**src/rtl/comparador_tentativas_if.sv**
```systemverilog
// Bundle of guess, strobe and result signals between the keypad capture
// logic (master) and the guess comparator (slave).
interface comparador_tentativas_if #(
  parameter int WIDTH    = 4,
  parameter int MAX_TENT = 5
);
  localparam int TW = $clog2(MAX_TENT + 1);

  logic [WIDTH-1:0] senha;
  logic [WIDTH-1:0] tentativa;
  logic             valida;
  logic             novo_jogo;
  logic             igual;
  logic             perto;
  logic             errada;
  logic             maior;
  logic             resp_valida;
  logic             acertou;
  logic             bloqueado;
  logic [TW-1:0]    tent_rest;

  modport master (
    output senha, tentativa, valida, novo_jogo,
    input  igual, perto, errada, maior, resp_valida, acertou, bloqueado, tent_rest
  );

  modport slave (
    input  senha, tentativa, valida, novo_jogo,
    output igual, perto, errada, maior, resp_valida, acertou, bloqueado, tent_rest
  );
endinterface

```
**src/rtl/comparador_tentativas.sv**
```systemverilog
// Registered guess comparator: classifies each guess as exact/near/wrong with
// a direction hint, counts remaining attempts and tracks the game outcome.
module comparador_tentativas #(
  parameter int          WIDTH    = 4,
  parameter int unsigned TOL      = 3,
  parameter int          MAX_TENT = 5
) (
  input logic                 clk,
  input logic                 reset,
  comparador_tentativas_if.slave bus
);
  localparam int            TW    = $clog2(MAX_TENT + 1);
  localparam logic [TW-1:0] MAX_V = TW'(MAX_TENT);
  localparam logic [TW-1:0] UM    = TW'(1);

  typedef enum logic [1:0] {
    JOGANDO = 2'd0,
    GANHOU  = 2'd1,
    PERDEU  = 2'd2
  } estado_t;

  estado_t          estado_q;
  logic             pend_q;
  logic [WIDTH-1:0] senha_q;
  logic [WIDTH-1:0] palpite_q;
  logic             igual_q, perto_q, errada_q, maior_q;
  logic             resp_q, acertou_q, bloqueado_q;
  logic [TW-1:0]    tent_q;

  logic [WIDTH:0]   diff_d;
  logic [WIDTH:0]   mag_d;
  logic             igual_d, perto_d, errada_d, maior_d;
  logic             fim_d, aceita_d;

  // The captured guess is classified one cycle after acceptance; a pending
  // guess that will end the game blocks capture of the next strobe.
  always_comb begin
    diff_d   = {1'b0, palpite_q} - {1'b0, senha_q};
    mag_d    = diff_d[WIDTH] ? (~diff_d + (WIDTH+1)'(1)) : diff_d;
    igual_d  = (mag_d == '0);
    perto_d  = !igual_d && (32'(mag_d) <= TOL);
    errada_d = (32'(mag_d) > TOL);
    maior_d  = !diff_d[WIDTH] && !igual_d;
    fim_d    = pend_q && (igual_d || (tent_q == UM));
    aceita_d = bus.valida && !bus.novo_jogo && (estado_q == JOGANDO) && !fim_d;
  end

  always_ff @(posedge clk or posedge reset) begin
    if (reset) begin
      estado_q    <= JOGANDO;
      pend_q      <= 1'b0;
      senha_q     <= '0;
      palpite_q   <= '0;
      igual_q     <= 1'b0;
      perto_q     <= 1'b0;
      errada_q    <= 1'b0;
      maior_q     <= 1'b0;
      resp_q      <= 1'b0;
      acertou_q   <= 1'b0;
      bloqueado_q <= 1'b0;
      tent_q      <= MAX_V;
    end else begin
      resp_q <= 1'b0;
      pend_q <= aceita_d;
      if (aceita_d) begin
        senha_q   <= bus.senha;
        palpite_q <= bus.tentativa;
      end
      if (bus.novo_jogo) begin
        estado_q    <= JOGANDO;
        tent_q      <= MAX_V;
        igual_q     <= 1'b0;
        perto_q     <= 1'b0;
        errada_q    <= 1'b0;
        maior_q     <= 1'b0;
        acertou_q   <= 1'b0;
        bloqueado_q <= 1'b0;
      end else if (pend_q) begin
        igual_q  <= igual_d;
        perto_q  <= perto_d;
        errada_q <= errada_d;
        maior_q  <= maior_d;
        resp_q   <= 1'b1;
        tent_q   <= tent_q - UM;
        // A hit on the final attempt still counts as a win.
        if (igual_d) begin
          estado_q  <= GANHOU;
          acertou_q <= 1'b1;
        end else if (tent_q == UM) begin
          estado_q    <= PERDEU;
          bloqueado_q <= 1'b1;
        end
      end
    end
  end

  assign bus.igual       = igual_q;
  assign bus.perto       = perto_q;
  assign bus.errada      = errada_q;
  assign bus.maior       = maior_q;
  assign bus.resp_valida = resp_q;
  assign bus.acertou     = acertou_q;
  assign bus.bloqueado   = bloqueado_q;
  assign bus.tent_rest   = tent_q;
endmodule

```
**src/flat_wrapper.sv**
```systemverilog
// flat-port wrapper written by rule: the top's interface ports become plain ports
module comparador_tentativas_flat 
#(
  parameter int          WIDTH    = 4,
  parameter int unsigned TOL      = 3,
  parameter int          MAX_TENT = 5
)
  (clk, reset, bus_senha, bus_tentativa, bus_valida, bus_novo_jogo, bus_igual, bus_perto, bus_errada, bus_maior, bus_resp_valida, bus_acertou, bus_bloqueado, bus_tent_rest);
  comparador_tentativas_if #(.WIDTH(WIDTH), .MAX_TENT(MAX_TENT)) bus_i ();
  input logic clk;
  input logic reset;
  input wire logic [$bits(bus_i.senha)-1:0] bus_senha;
  input wire logic [$bits(bus_i.tentativa)-1:0] bus_tentativa;
  input wire logic [$bits(bus_i.valida)-1:0] bus_valida;
  input wire logic [$bits(bus_i.novo_jogo)-1:0] bus_novo_jogo;
  output wire logic [$bits(bus_i.igual)-1:0] bus_igual;
  output wire logic [$bits(bus_i.perto)-1:0] bus_perto;
  output wire logic [$bits(bus_i.errada)-1:0] bus_errada;
  output wire logic [$bits(bus_i.maior)-1:0] bus_maior;
  output wire logic [$bits(bus_i.resp_valida)-1:0] bus_resp_valida;
  output wire logic [$bits(bus_i.acertou)-1:0] bus_acertou;
  output wire logic [$bits(bus_i.bloqueado)-1:0] bus_bloqueado;
  output wire logic [$bits(bus_i.tent_rest)-1:0] bus_tent_rest;
  assign bus_i.senha = bus_senha;
  assign bus_i.tentativa = bus_tentativa;
  assign bus_i.valida = bus_valida;
  assign bus_i.novo_jogo = bus_novo_jogo;
  assign bus_igual = bus_i.igual;
  assign bus_perto = bus_i.perto;
  assign bus_errada = bus_i.errada;
  assign bus_maior = bus_i.maior;
  assign bus_resp_valida = bus_i.resp_valida;
  assign bus_acertou = bus_i.acertou;
  assign bus_bloqueado = bus_i.bloqueado;
  assign bus_tent_rest = bus_i.tent_rest;
  comparador_tentativas #(.WIDTH(WIDTH), .TOL(TOL), .MAX_TENT(MAX_TENT)) u_core (.clk(clk), .reset(reset), .bus(bus_i));
endmodule
```
**config.mk**
```make
export PLATFORM = sky130hd
export DESIGN_NAME = comparador_tentativas_flat
export DESIGN_NICKNAME = d
export VERILOG_FILES = /design/src/rtl/comparador_tentativas_if.sv /design/src/rtl/comparador_tentativas.sv /design/src/flat_wrapper.sv
export SDC_FILE = /design/constraint.sdc
export NUM_CORES = 1
export LEC_CHECK = 0
export ABC_AREA = 1
export CAP_MARGIN = 20
export CORE_ASPECT_RATIO = 0.5
export CORE_MARGIN = 10
export CORE_UTILIZATION = 45
export DETAILED_ROUTE_END_ITERATION = 8
export GPL_ROUTABILITY_DRIVEN = 1
export PLACE_DENSITY = 0.7
export REMOVE_ABC_BUFFERS = 1
export SYNTH_ARGS = -nofsm -noshare
export SYNTH_HDL_FRONTEND = slang
export SYNTH_SLANG_ARGS = --single-unit
export TNS_END_PERCENT = 20
```
**constraint.sdc**
```tcl
create_clock -name clk -period 2.6 [get_ports clk]
set_input_delay 0.52 -clock clk [delete_from_list [all_inputs] [get_ports clk]]
set_output_delay 0.52 -clock clk [all_outputs]
set_load 0.005 [all_outputs]
```
==> parameters.txt <==
Parameter                              Value

Timing
  Worst Clk Skew ... 0.0007714 ns
  RSZ-0062 raised after global routing ... no
  Min setup slack post-route ... 0.1840 ns
  Worst slew margin ... 47.13%
  Final worst path period share ... 92.92%
  Accumulated negative setup slack ... 0 ns
  Number of endpoints failing setup at the final stage ... 0
  Hold violation count in the final report ... 0
  Final slew viol count ... 0
  Clock period minus final worst setup slack ... 2.416 ns
  Achievable clock frequency ... 413.9 MHz
  Actual slew at the worst max-slew pin ... 0.7921 ns

Floorplanning
  Die area ... 0.005304 mm^2
  I/O pin count ... 22
  Standard-cell rows ... 13
  Overall die height ... 56.74 um
  Placeable core region ... 0.002586 mm^2
  Die Width ... 93.48 um
  Initial core utilization ... 46.98%

Layout
  Filler Cells Inserted ... 241
  Total inserted antenna cells ... 0
  Layout Nets ... 200
  Growth of design area from synthesis to finish ... 25.54%
  Final Core Density ... 58.97%
  Proportion of layout cells with a drive suffix above 1 ... 10.06%
  Layout Cells excl Fill ... 216

Global routing
  Wire length of the first global-routing pass ... 4.719 mm
  Maximum number of pins on one net before global-route repair ... 22
  Total congestion overflow after global routing ... 0
  Number of antenna violations at the first check in global routing ... 0
  Number of global-route vias before repair ... 1021
  Tot GR Track Use ... 11.13%

Pwr
  Areal power density over the cells ... 1393 mW/mm^2
  Leakage ... 0.0008057 uW
  Largest voltage drop on the vdd net ... 573.5 uV

Worst setup path
  CP Data Arrival Time ... 2.58 ns
  Critical path origin ... u_core.palpite_q[0]$_DFFE_PP0P_
  Crit Reg-Reg Startpoint ... u_core.palpite_q[0]$_DFFE_PP0P_
  Worst reg2reg endpoint ... u_core.estado_q[1]$_DFFE_PP0P_
  Biggest fanout along the worst timing path ... 4
  Crit path required time ... 2.76 ns
  Setup CP Type ... register to register
  Worst setup SP type ... register
  Type of destination of the critical path ... register
  Count of cells along the worst register-to-register path ... 14
  Setup slack, reg-to-reg ... 0.18 ns

Route
  Mean routed wirelength per cell ... 12.01 um
  Post-Route WL ... 2.594 mm
  Mean number of vias per cell ... 4.648
  Number of iterations in the first detailed-routing pass ... 4
  DRC violation count after routing ... 0
  Post-detailed-route count of antenna-violating nets ... 0
  Number of DRC markers in iteration 0 ... 34
  Via count ... 1004

Clock network
  Clock slew at the register clock pins of the worst setup and hold paths ... 0.08 ns
  Cell chosen for the clock root ... clkbuf_8
  Clock latency reported for the late side of the worst-skew pair ... 0.26 ns
  CTS tree ... built
  Number of setup buffers added after CTS ... 0
  Clock sink count ... 21
  Number of clock buffers inserted by TritonCTS ... 3
  H-tree levels ... 1
  Resized Gates After CTS ... 0
  Longest Clk Path Bufs ... 2
  Post-CTS Hold Fix Bufs ... 0

Flow run
  Max capacitance violation total ... 0

Synth
  Post-synth cell types ... 21
  Fraction of the yosys area taken by sequential cells ... 43.46%
  Count of state elements after synthesis ... 21
  Average instance area after synthesis ... 7.941 um^2
  Synth Warn # ... 0
  Number of instances in the synthesized netlist ... 153
  Post-synth design cell area ... 0.001215 mm^2

Hold path
  Destination of the worst hold path ... u_core.palpite_q[0]$_DFFE_PP0P_
  Worst Hold Launch ... u_core.palpite_q[0]$_DFFE_PP0P_
  Worst hold path type ... register to register
  Cells on Worst Hold Path ... 2

Placement
  RD Place Congestion ... 0.7348
  Dpl hpwl ... 2.050 mm
  Pre-CTS WS ... 0.2188 ns
  Placed insts ... 212
  Input/output buffers ... 21

Run status
  Run status ... completed
==> through the flow <==
stage | power, uW | area, um^2 | hold slack (ns)
5_1_grt | 2376 | 1525 | 0.5076
3_5_place_dp | 1905 | 1479 | 0.4742
3_3_place_gp | 1886 | 1479 | 0.4579
6_report | 2125 | 1525 | 0.4861
4_1_cts | 2136 | 1525 | 0.4929
2_1_floorplan | 1584 | 1215 | 0.4419
==> registers in the layout, summed over array words and instances, names as in the netlist <==
| register | count |
|---|---|
| u_core.bus.acertou | 1 |
| u_core.palpite_q | 4 |
| u_core.bus.bloqueado | 1 |
| u_core.bus.maior | 1 |
| u_core.bus.resp_valida | 1 |
| u_core.bus.tent_rest | 3 |
| u_core.bus.igual | 1 |
| u_core.senha_q | 4 |
| u_core.pend_q | 1 |
| u_core.bus.perto | 1 |
| u_core.bus.errada | 1 |
| u_core.estado_q | 2 |
==> cells in the mapped netlist (all sizes together) <==
cell / count / area share, %
nand2: 52 / 17
fa: 1 / 1.6
o21ai: 6 / 2.5
nor3: 1 / 0.82
inv: 26 / 8.0
o22ai: 1 / 0.52
nand3: 14 / 6.8
dfrtp: 19 / 39
a21oi: 4 / 1.6
nand4: 9 / 5.9
and2: 1 / 0.52
dfstp: 2 / 4.3
nor2: 10 / 4.3
ha: 7 / 7.2
==> final cells by class <==
| type | count | area [um^2] | share of cell area, % |
|---|---|---|---|
| Sequential cell | 21 | 528.0 | 34.62 |
| Clock inverter | 1 | 5.005 | 0.3281 |
| Clock buffer | 3 | 41.29 | 2.707 |
| Tap cell | 37 | 46.29 | 3.035 |
| Multi-Input combinational cell | 106 | 589.3 | 38.64 |
| Inverter | 26 | 97.59 | 6.399 |
| Timing Repair Buffer | 22 | 217.7 | 14.27 |
==> worst max path at each step <==
| stage | end | cells after the start |
|---|---|---|
| 6_report | u_core.estado_q[1]$_DFFE_PP0P_ | 14 |
| 5_1_grt | u_core.palpite_q[0]$_DFFE_PP0P_ | 15 |
| 4_1_cts | u_core.estado_q[1]$_DFFE_PP0P_ | 14 |
| 3_5_place_dp | u_core.estado_q[1]$_DFFE_PP0P_ | 14 |
| 3_3_place_gp | u_core.estado_q[1]$_DFFE_PP0P_ | 14 |
| 2_1_floorplan | u_core.estado_q[0]$_DFFE_PP0P_ | 14 |
==> logic make-up (layout without fill, tap and decap cells) <==
group | after synthesis | after routing | share of synthesized area (%)
buf+inv | 26 | 52 | 8.033
compound gates | 11 | 11 | 4.634
flops | 21 | 21 | 43.46
simple gates | 87 | 87 | 35.02
fa+ha+maj | 8 | 8 | 8.857
==> routing by layer <==
metal	GRT usage, %	vias up	share of wire, %
met5	0	-	0
met4	6.987	0	2.3
met3	3.444	5	3.9
met2	17.46	12	46
met1	12.90	448	48
li1	-	539	-
==> cell usage in the layout, fill, tap and decap left out <==
cell type / netlist / final
nand2_1: 49 / 49
inv_1: 25 / 25
clkdlybuf4s50_1: 0 / 21
dfrtp_1: 19 / 19
nand3_1: 13 / 13
nand4_1: 8 / 8
ha_1: 7 / 7
nor2_1: 6 / 6
o21ai_0: 5 / 5
a21oi_1: 4 / 4
nand2_2: 3 / 3
nor2_2: 3 / 3
clkbuf_8: 0 / 3
dfstp_2: 2 / 2
inv_2: 1 / 1
nor2_4: 1 / 1
nand4_4: 1 / 1
nor3_2: 1 / 1
nand3_4: 1 / 1
and2_1: 1 / 1
o21ai_1: 1 / 1
o22ai_1: 1 / 1
fa_1: 1 / 1
clkinv_2: 0 / 1
buf_4: 0 / 1
==> critical path, stage by stage (launching register included) <==
cell     delay [ns]
dfrtp_1        0.38
inv_1          0.06
ha_1           0.13
inv_1          0.06
fa_1           0.53
inv_1          0.05
ha_1           0.26
nand3_1        0.08
nand3_1        0.12
nor2_4         0.16
nand3_1        0.18
nand2_1        0.10
nand2_1        0.07
nand2_1        0.06
nand2_1        0.05
==> power by group <==
part           total [uW]  leakage [uW]  switching [uW]  internal (uW)
registers             531      0.000271            82.5            449
logic                1370      0.000510             845            530
clock network         219     0.0000255             112            107
total                2130      0.000806            1040           1090
No activity file was read; power rests on OpenSTA's default activity.
